`src/rtl/pipe_flow_ctrl_pkg.sv`:
```
// Shared definitions for the pipeline flow controller: FSM encoding and wait-counter limits.
package pipe_flow_ctrl_pkg;

  typedef enum logic [1:0] {
    ST_RUN      = 2'd0,
    ST_MEM_WAIT = 2'd1,
    ST_REPLAY   = 2'd2
  } flow_state_e;

  localparam int unsigned  CNT_W           = 8;
  localparam logic [7:0]   CNT_MAX         = 8'd255;
  localparam logic [7:0]   TIMEOUT_DEFAULT = 8'd255;

endpackage

```
`src/rtl/pipe_flow_ctrl_wait_cnt.sv`:
```
// Data-memory wait counter: saturating count of stalled cycles plus a sticky timeout flag.
import pipe_flow_ctrl_pkg::*;

module flow_wait_cnt #(
  parameter logic [7:0] TIMEOUT = TIMEOUT_DEFAULT
) (
  input  logic clk,
  input  logic rst_n,
  input  logic load_one,
  input  logic inc,
  input  logic clr,
  input  logic in_wait,
  output logic timeout
);

  logic [CNT_W-1:0] cnt_reg;

  always_ff @(posedge clk or negedge rst_n) begin
    if (!rst_n) begin
      cnt_reg <= '0;
    end else if (load_one) begin
      cnt_reg <= 8'd1;
    end else if (clr) begin
      cnt_reg <= '0;
    end else if (inc && (cnt_reg != CNT_MAX)) begin
      cnt_reg <= cnt_reg + 8'd1;
    end
  end

  // Sticky until reset; the FSM keeps waiting, the flag only reports.
  always_ff @(posedge clk or negedge rst_n) begin
    if (!rst_n) begin
      timeout <= 1'b0;
    end else if (in_wait && (cnt_reg == TIMEOUT)) begin
      timeout <= 1'b1;
    end
  end

endmodule

```
`src/rtl/pipe_flow_ctrl.sv`:
```
// Five-stage pipeline hazard controller: memory waits, RF write-port replay, branch redirect, load-use.
import pipe_flow_ctrl_pkg::*;

module pipe_flow_ctrl #(
  parameter logic [7:0] TIMEOUT = TIMEOUT_DEFAULT
) (
  input  logic        clk,
  input  logic        rst_n,
  input  logic        id_load_use_i,
  input  logic        ex_branch_taken_i,
  input  logic [31:0] ex_target_i,
  input  logic        mem_req_i,
  input  logic        dmem_ack_i,
  input  logic        rf_port_busy_i,
  output logic        fc_stall_pc_o,
  output logic        fc_stall_ifid_o,
  output logic        fc_stall_idex_o,
  output logic        fc_stall_exmem_o,
  output logic        fc_flush_ifid_o,
  output logic        fc_flush_idex_o,
  output logic        fc_flush_exmem_o,
  output logic        fc_flush_memwb_o,
  output logic        fc_bk_memwb_o,
  output logic        fc_wb_kill_o,
  output logic        fc_pc_we_o,
  output logic [31:0] fc_pc_o,
  output logic        fc_mem_timeout_o
);

  flow_state_e state_reg, state_next;
  logic        wait_now;
  logic        cnt_load_one, cnt_inc, cnt_clr, cnt_in_wait;

  assign wait_now = mem_req_i && !dmem_ack_i;

  always_ff @(posedge clk or negedge rst_n) begin
    if (!rst_n) state_reg <= ST_RUN;
    else        state_reg <= state_next;
  end

  always_comb begin
    state_next = state_reg;
    case (state_reg)
      ST_RUN: begin
        if (rf_port_busy_i)  state_next = ST_REPLAY;
        else if (wait_now)   state_next = ST_MEM_WAIT;
      end
      ST_MEM_WAIT: if (dmem_ack_i) state_next = ST_RUN;
      ST_REPLAY:   state_next = ST_RUN;
      default:     state_next = ST_RUN;
    endcase
  end

  // Priority: replay entry > memory wait > branch > load-use; all zero while in reset.
  always_comb begin
    fc_stall_pc_o    = 1'b0;
    fc_stall_ifid_o  = 1'b0;
    fc_stall_idex_o  = 1'b0;
    fc_stall_exmem_o = 1'b0;
    fc_flush_ifid_o  = 1'b0;
    fc_flush_idex_o  = 1'b0;
    fc_flush_exmem_o = 1'b0;
    fc_flush_memwb_o = 1'b0;
    fc_bk_memwb_o    = 1'b0;
    fc_wb_kill_o     = 1'b0;
    fc_pc_we_o       = 1'b0;
    fc_pc_o          = 32'd0;
    cnt_load_one     = 1'b0;
    cnt_inc          = 1'b0;
    cnt_clr          = 1'b0;
    cnt_in_wait      = 1'b0;
    if (rst_n) begin
      case (state_reg)
        ST_RUN: begin
          if (rf_port_busy_i) begin
            {fc_stall_pc_o, fc_stall_ifid_o, fc_stall_idex_o, fc_stall_exmem_o} = 4'b1111;
          end else if (wait_now) begin
            {fc_stall_pc_o, fc_stall_ifid_o, fc_stall_idex_o, fc_stall_exmem_o} = 4'b1111;
            fc_flush_memwb_o = 1'b1;
            cnt_load_one     = 1'b1;
          end else if (ex_branch_taken_i) begin
            fc_pc_we_o      = 1'b1;
            fc_pc_o         = ex_target_i;
            fc_flush_ifid_o = 1'b1;
            fc_flush_idex_o = 1'b1;
          end else if (id_load_use_i) begin
            fc_stall_pc_o   = 1'b1;
            fc_stall_ifid_o = 1'b1;
            fc_flush_idex_o = 1'b1;
          end
        end
        ST_MEM_WAIT: begin
          cnt_in_wait = 1'b1;
          if (dmem_ack_i) begin
            cnt_clr = 1'b1;
          end else begin
            {fc_stall_pc_o, fc_stall_ifid_o, fc_stall_idex_o, fc_stall_exmem_o} = 4'b1111;
            fc_flush_memwb_o = 1'b1;
            cnt_inc          = 1'b1;
          end
        end
        ST_REPLAY: begin
          {fc_stall_pc_o, fc_stall_ifid_o, fc_stall_idex_o, fc_stall_exmem_o} = 4'b1111;
          fc_bk_memwb_o = 1'b1;
          fc_wb_kill_o  = 1'b1;
        end
        default: ;
      endcase
    end
  end

  flow_wait_cnt #(.TIMEOUT(TIMEOUT)) u_wait_cnt (
    .clk      (clk),
    .rst_n    (rst_n),
    .load_one (cnt_load_one),
    .inc      (cnt_inc),
    .clr      (cnt_clr),
    .in_wait  (cnt_in_wait),
    .timeout  (fc_mem_timeout_o)
  );

endmodule

```
`config.mk`:
```
export PLATFORM = sky130hd
export DESIGN_NAME = pipe_flow_ctrl
export DESIGN_NICKNAME = d
export VERILOG_FILES = /design/src/rtl/pipe_flow_ctrl_pkg.sv /design/src/rtl/pipe_flow_ctrl_wait_cnt.sv /design/src/rtl/pipe_flow_ctrl.sv
export SDC_FILE = /design/constraint.sdc
export NUM_CORES = 1
export LEC_CHECK = 0
export CORE_UTILIZATION = 33
export CTS_BUF_LIST = sky130_fd_sc_hd__clkbuf_8
export CTS_CLUSTER_SIZE = 10
export DETAILED_ROUTE_END_ITERATION = 6
export PLACE_DENSITY = 0.87
export SLEW_MARGIN = 5
export SYNTH_ARGS = -nofsm -noshare
export SYNTH_HDL_FRONTEND = slang
export SYNTH_SLANG_ARGS = --single-unit
```
`constraint.sdc`:
```
create_clock -name clk -period 2.6 [get_ports clk]
set_clock_uncertainty 0.2 [all_clocks]
set_input_delay 0.52 -clock clk [delete_from_list [all_inputs] [get_ports clk]]
set_output_delay 0.52 -clock clk [all_outputs]
set_load 0.01 [all_outputs]
```
# Word-level counts from Yosys, hierarchy flattened
# Index checks and enable logic that the tools add are counted.
# classes
add_sub_neg	1
mux	47
eq_ne	6
reduce_logical	7
# ops
op	count
two-way mux 32 bit	5
two-way mux 1 bit	32
two-way mux 8 bit	3
adder 8 x 1 -> 8 bit, second input constant	1
equality test 8 bit, second input constant	1
!= test 8 bit, second input constant	1
two-way mux 2 bit	3
case mux 1 bit (3 select lines)	2
case mux 2 bit (2 select lines)	1
logical AND 1 bit	3
!= test 3 bit, second input constant	1
nonzero test 3 bit	1
equality test 2 x 1 -> 1 bit, second input constant	1
equality test 2 bit, second input constant	1
zero test 2 bit	1
!= test 2 bit, second input constant	1
case mux 1 bit (2 select lines)	1
AND reduction 2 bit	1
zero test 1 bit	1
# totals
inputBits	39
out_inout_bits	44
regBits	11
wordCells	64

# Depth between registers and ports, before layout
# logic_depth
depth_word	7
depth_mapped	6
ltp_nobuf	5

# Modules after synthesis
# From an unflattened synthesis, not the netlist that was laid out.
# hier_totals
cells_unflattened	113
area_unflattened_um2	965.9
# by_module_without_submodules
mod	seq_area_each_um2	area_each_um2	n_inst	cells_per_inst
pipe_flow_ctrl	50.0	493.0	1	64
flow_wait_cnt	225.2	473.0	1	49

# Worst setup path after synthesis
# No wires, ideal clock.
# synth_timing
path_kind	flip-flop to output port
from	register state_reg[1]
to	output fc_pc_we_o
n_path_buf	3
arrival_time_ps	1688
slack_ps	192
path_stages_with_launch	7
required_ps	1880
cell_sequence	dfrtp_1 buf_2 or4b_4 a21oi_4 buf_6 and2_1 buf_4
# synth_via
elab_chain_len	3
# synth_lines
item	line_no	source
start, declared	pipe_flow_ctrl.sv:30	flow_state_e state_reg, state_next;
start signal, assigned	pipe_flow_ctrl.sv:38	else state_reg <= state_next;
zero test 2 bit	--	
two-way mux 1 bit (2 in a row)	--	
end, declared	pipe_flow_ctrl.sv:25	output logic fc_pc_we_o,
# No other way between the ends.

# Worst setup path in the final report
# layout_timing
from	input rf_port_busy_i
to	output fc_pc_o[5]
# layout_via
elab_chain_len	3
# layout_lines
item	line_no	source
start, declared	pipe_flow_ctrl.sv:14	input logic rf_port_busy_i,
two-way mux 32 bit	pipe_flow_ctrl.sv:75	if (rf_port_busy_i) begin
two-way mux 32 bit	pipe_flow_ctrl.sv:73	case (state_reg)
two-way mux 32 bit	pipe_flow_ctrl.sv:72	if (rst_n) begin
end, declared	pipe_flow_ctrl.sv:26	output logic [31:0] fc_pc_o,
# No other way between the ends.

==> key figures <==
Run status
  – Status: complete, but fails checks
  – Failing checks: DRC, setup timing

Synthesis
  – Top post-synthesis cells by area: dfrtp_1 (27%), and3_1 (20%), buf_4 (3.7%), xnor2_1 (3.5%), nor2_1 (3.3%)
  – Synth unique cells: 40
  – Post-synth EDFFs: 0
  – Cell taking the most area after synthesis: dfrtp_1
  – Synth warn: 0
  – Synth Cell Area: 0.00101 mm²
  – Post-synth top area share: 27.2%
  – Synth Area per Inst: 8.51 µm²
  – Async S/R FF share, synth: 100%
  – Synth Register Bits: 11
  – Post-synthesis sequential area ratio: 27.2%
  – Syn nets: 159
  – Ys flop type: dfrtp_1
  – Cells after Synth: 119

Layout
  – Multi-input logic area: 688 µm²
  – Fill cells: 214
  – Max reg flops: 8
  – Post-route cell area: 0.00195 mm²
  – Layout area overhead: 92.6%
  – Diode count: 0
  – Register Area: 275 µm²
  – Share of cells above drive strength 1: 35.2%
  – Final nets: 251

Worst setup path
  – Critical path capture point type: output pin
  – CP Capture Point: fc_pc_o[5]
  – WS Path Type: in2out
  – R2R cell count: 6
  – Reg2reg setup slack: 0.63 ns
  – Critical Path RT: 1.88 ns
  – CP max FO: 5
  – R2R Path End: u_wait_cnt.cnt_reg[1]
  – CP arrival: 1.95 ns
  – Crit. Startpoint: rf_port_busy_i
  – Startpoint Class: input port
  – Worst reg2reg startpoint: u_wait_cnt.cnt_reg[0]

GRT
  – Total track usage: 24.2%
  – Largest net degree at the start of global routing: 25
  – Grt ovf: 0
  – Vias in the first global route: 1264
  – Initial antenna violation count: 0
  – First-pass GRT wire length: 6090 µm

Floorplan
  – DIE WIDTH: 57.4 µm
  – Die area: 0.00329 mm²
  – I/O Pins: 83
  – Core region area: 0.00283 mm²
  – Initial Utilization: 35.8%
  – Die Y: 57.4 µm
  – Num rows: 19

STA
  – Endpoints failing hold: 0
  – Fin crit share: 103%
  – Number of setup violations in the final report: 9
  – Fmax: 375 MHz
  – RSZ-0062 raised after global routing: true
  – Setup WS post-layout: -0.0694 ns
  – Setup TNS: -0.429 ns
  – Post-layout min period: 2.67 ns
  – Max-slew violations: 0

CTS
  – CTS tree: built
  – Root Buffer: clkbuf_8
  – Max clock buf depth: 2
  – Clock latency on the worst-skew pair: 0.24 ns
  – Cts bufs inserted: 3
  – CTS Sinks: 11
  – Clk slew on worst S/H paths: 0.05 ns
  – H-tree depth: 1

Pwr
  – Clock share of power: 29.3%
  – Pwr Density: 288 mW/mm²
  – Sequential share of power: 32.9%
  – Pleak: 0.00101 µW
  – Pint: 409 µW
  – Comb power frac: 37.8%
  – Max VDD drop: 284 µV
  – P_sw: 152 µW
  – Sw Ratio: 27.1%
  – Total power: 562 µW

Placed design
  – Pre-CTS WS: -0.691 ns
  – I/O Buffers: 81
  – GPL Wtd Cong: 0.794
  – HPWL Detailed: 2730 µm
  – Placed inst area: 0.00187 mm²

Detailed routing
  – Initial drt markers: 48
  – Vias per cell: 5.37
  – Vias post-DR: 1295
  – Routed Antenna Nets: 0
  – Final WL: 3930 µm
  – WL/cell: 16.3 µm
  – DRC errors left: 10
  – DR pass1 iterations: 7

Hold path
  – Worst hold-check path type: in2async

Run
  – Maxcap violations: 0
## power by group through the flow
stage               clock network (µW)  logic, µW  registers [µW]
global placement                     0        190             186
finish                             164        213             185
global route                       179        228             185
detailed placement                   0        196             187
CTS                                172        216             184
floorplan                            0       79.6             186
## worst max-delay path: stages
cell and delay, ns:
buf_8 0.09, or4b_4 0.54, a21oi_4 0.15, buf_6 0.13, buf_12 0.11, buf_16 0.11
and3_1 0.16, buf_2 0.13
## cells by family after synthesis
kind of cell	synth area share, %
xor+xnor	4.33
other cells	0.370
fa+ha+maj	1.24
mux	0.989
flops	27.2
compound gates	13.4
buf+inv	10.1
simple gates	42.4
## cell usage after synthesis (3+ instances only)
cell type	instances
clkbuf_1	4
buf_6	3
inv_1	3
nor2_1	9
nor3_1	3
dfrtp_1	11
nand3_1	3
buf_4	5
and3_1	32
xnor2_1	4
a21oi_1	3
## layout by cell type (no fill, tap or decap), types with 3 or more instances in the layout
cell             count
inv_1                4
buf_2               28
and3_1              24
dlygate4sd2_1        6
dfrtp_1             11
a21oi_1              3
xnor2_1              4
nor2_1               9
nand3_1              3
and3_4               8
nor3_1               3
buf_6               12
buf_4               12
clkbuf_8             3
clkdlybuf4s50_1     37
## per-layer routing
metal,vias up,wire length [µm],track usage [%]
met5,-,0,0
met4,0,51,8.71
met3,5,309,3.85
met2,53,2170,46.3
met1,620,1410,26.4
li1,617,-,-
## layout make-up
class,count,area share (%)
Tap cell,31,1.99
Timing Repair Buffer,100,45.7
Inverter,3,0.578
Multi-Input combinational cell,92,35.3
Sequential cell,11,14.1
Clock inverter,1,0.193
Clock buffer,3,2.12
## repair_timing
item                                    4_1_cts  5_1_grt
endpoints found under the setup margin       42       23
resized for setup                           177        6
hold buffers                                  0        0
pin swaps                                    10        1
gates cloned                                  3        0
buffers inserted                              6        0
endpoints found under the hold margin         0        0
## worst min-delay path by stage
stage,slack [ns],start,cells past startpoint,endpoint
after floorplan,0.02,rst_n,0,state_reg[0]
after global placement,0.26,u_wait_cnt.timeout,1,u_wait_cnt.timeout
after detailed placement,0.26,u_wait_cnt.timeout,1,u_wait_cnt.timeout
after CTS,0.01,rst_n,2,u_wait_cnt.cnt_reg[0]
after global routing,0.03,rst_n,2,u_wait_cnt.cnt_reg[3]
final,0.02,rst_n,2,u_wait_cnt.cnt_reg[1]
## per-stage QoR
| stage | utilization [%] | hold WS (ns) | std cells |
|---|---|---|---|
| 3_5_place_dp | 66.2 | 0.257 | 230 |
| 5_1_grt | 68.9 | 0.0278 | 241 |
| 4_1_cts | 69.4 | 0.0132 | 243 |
| 6_report | 68.9 | 0.0161 | 241 |
| 3_3_place_gp | 66.2 | 0.263 | 230 |
| 2_1_floorplan | - | 0.0244 | 119 |
Power figures use the tool's default switching activity.
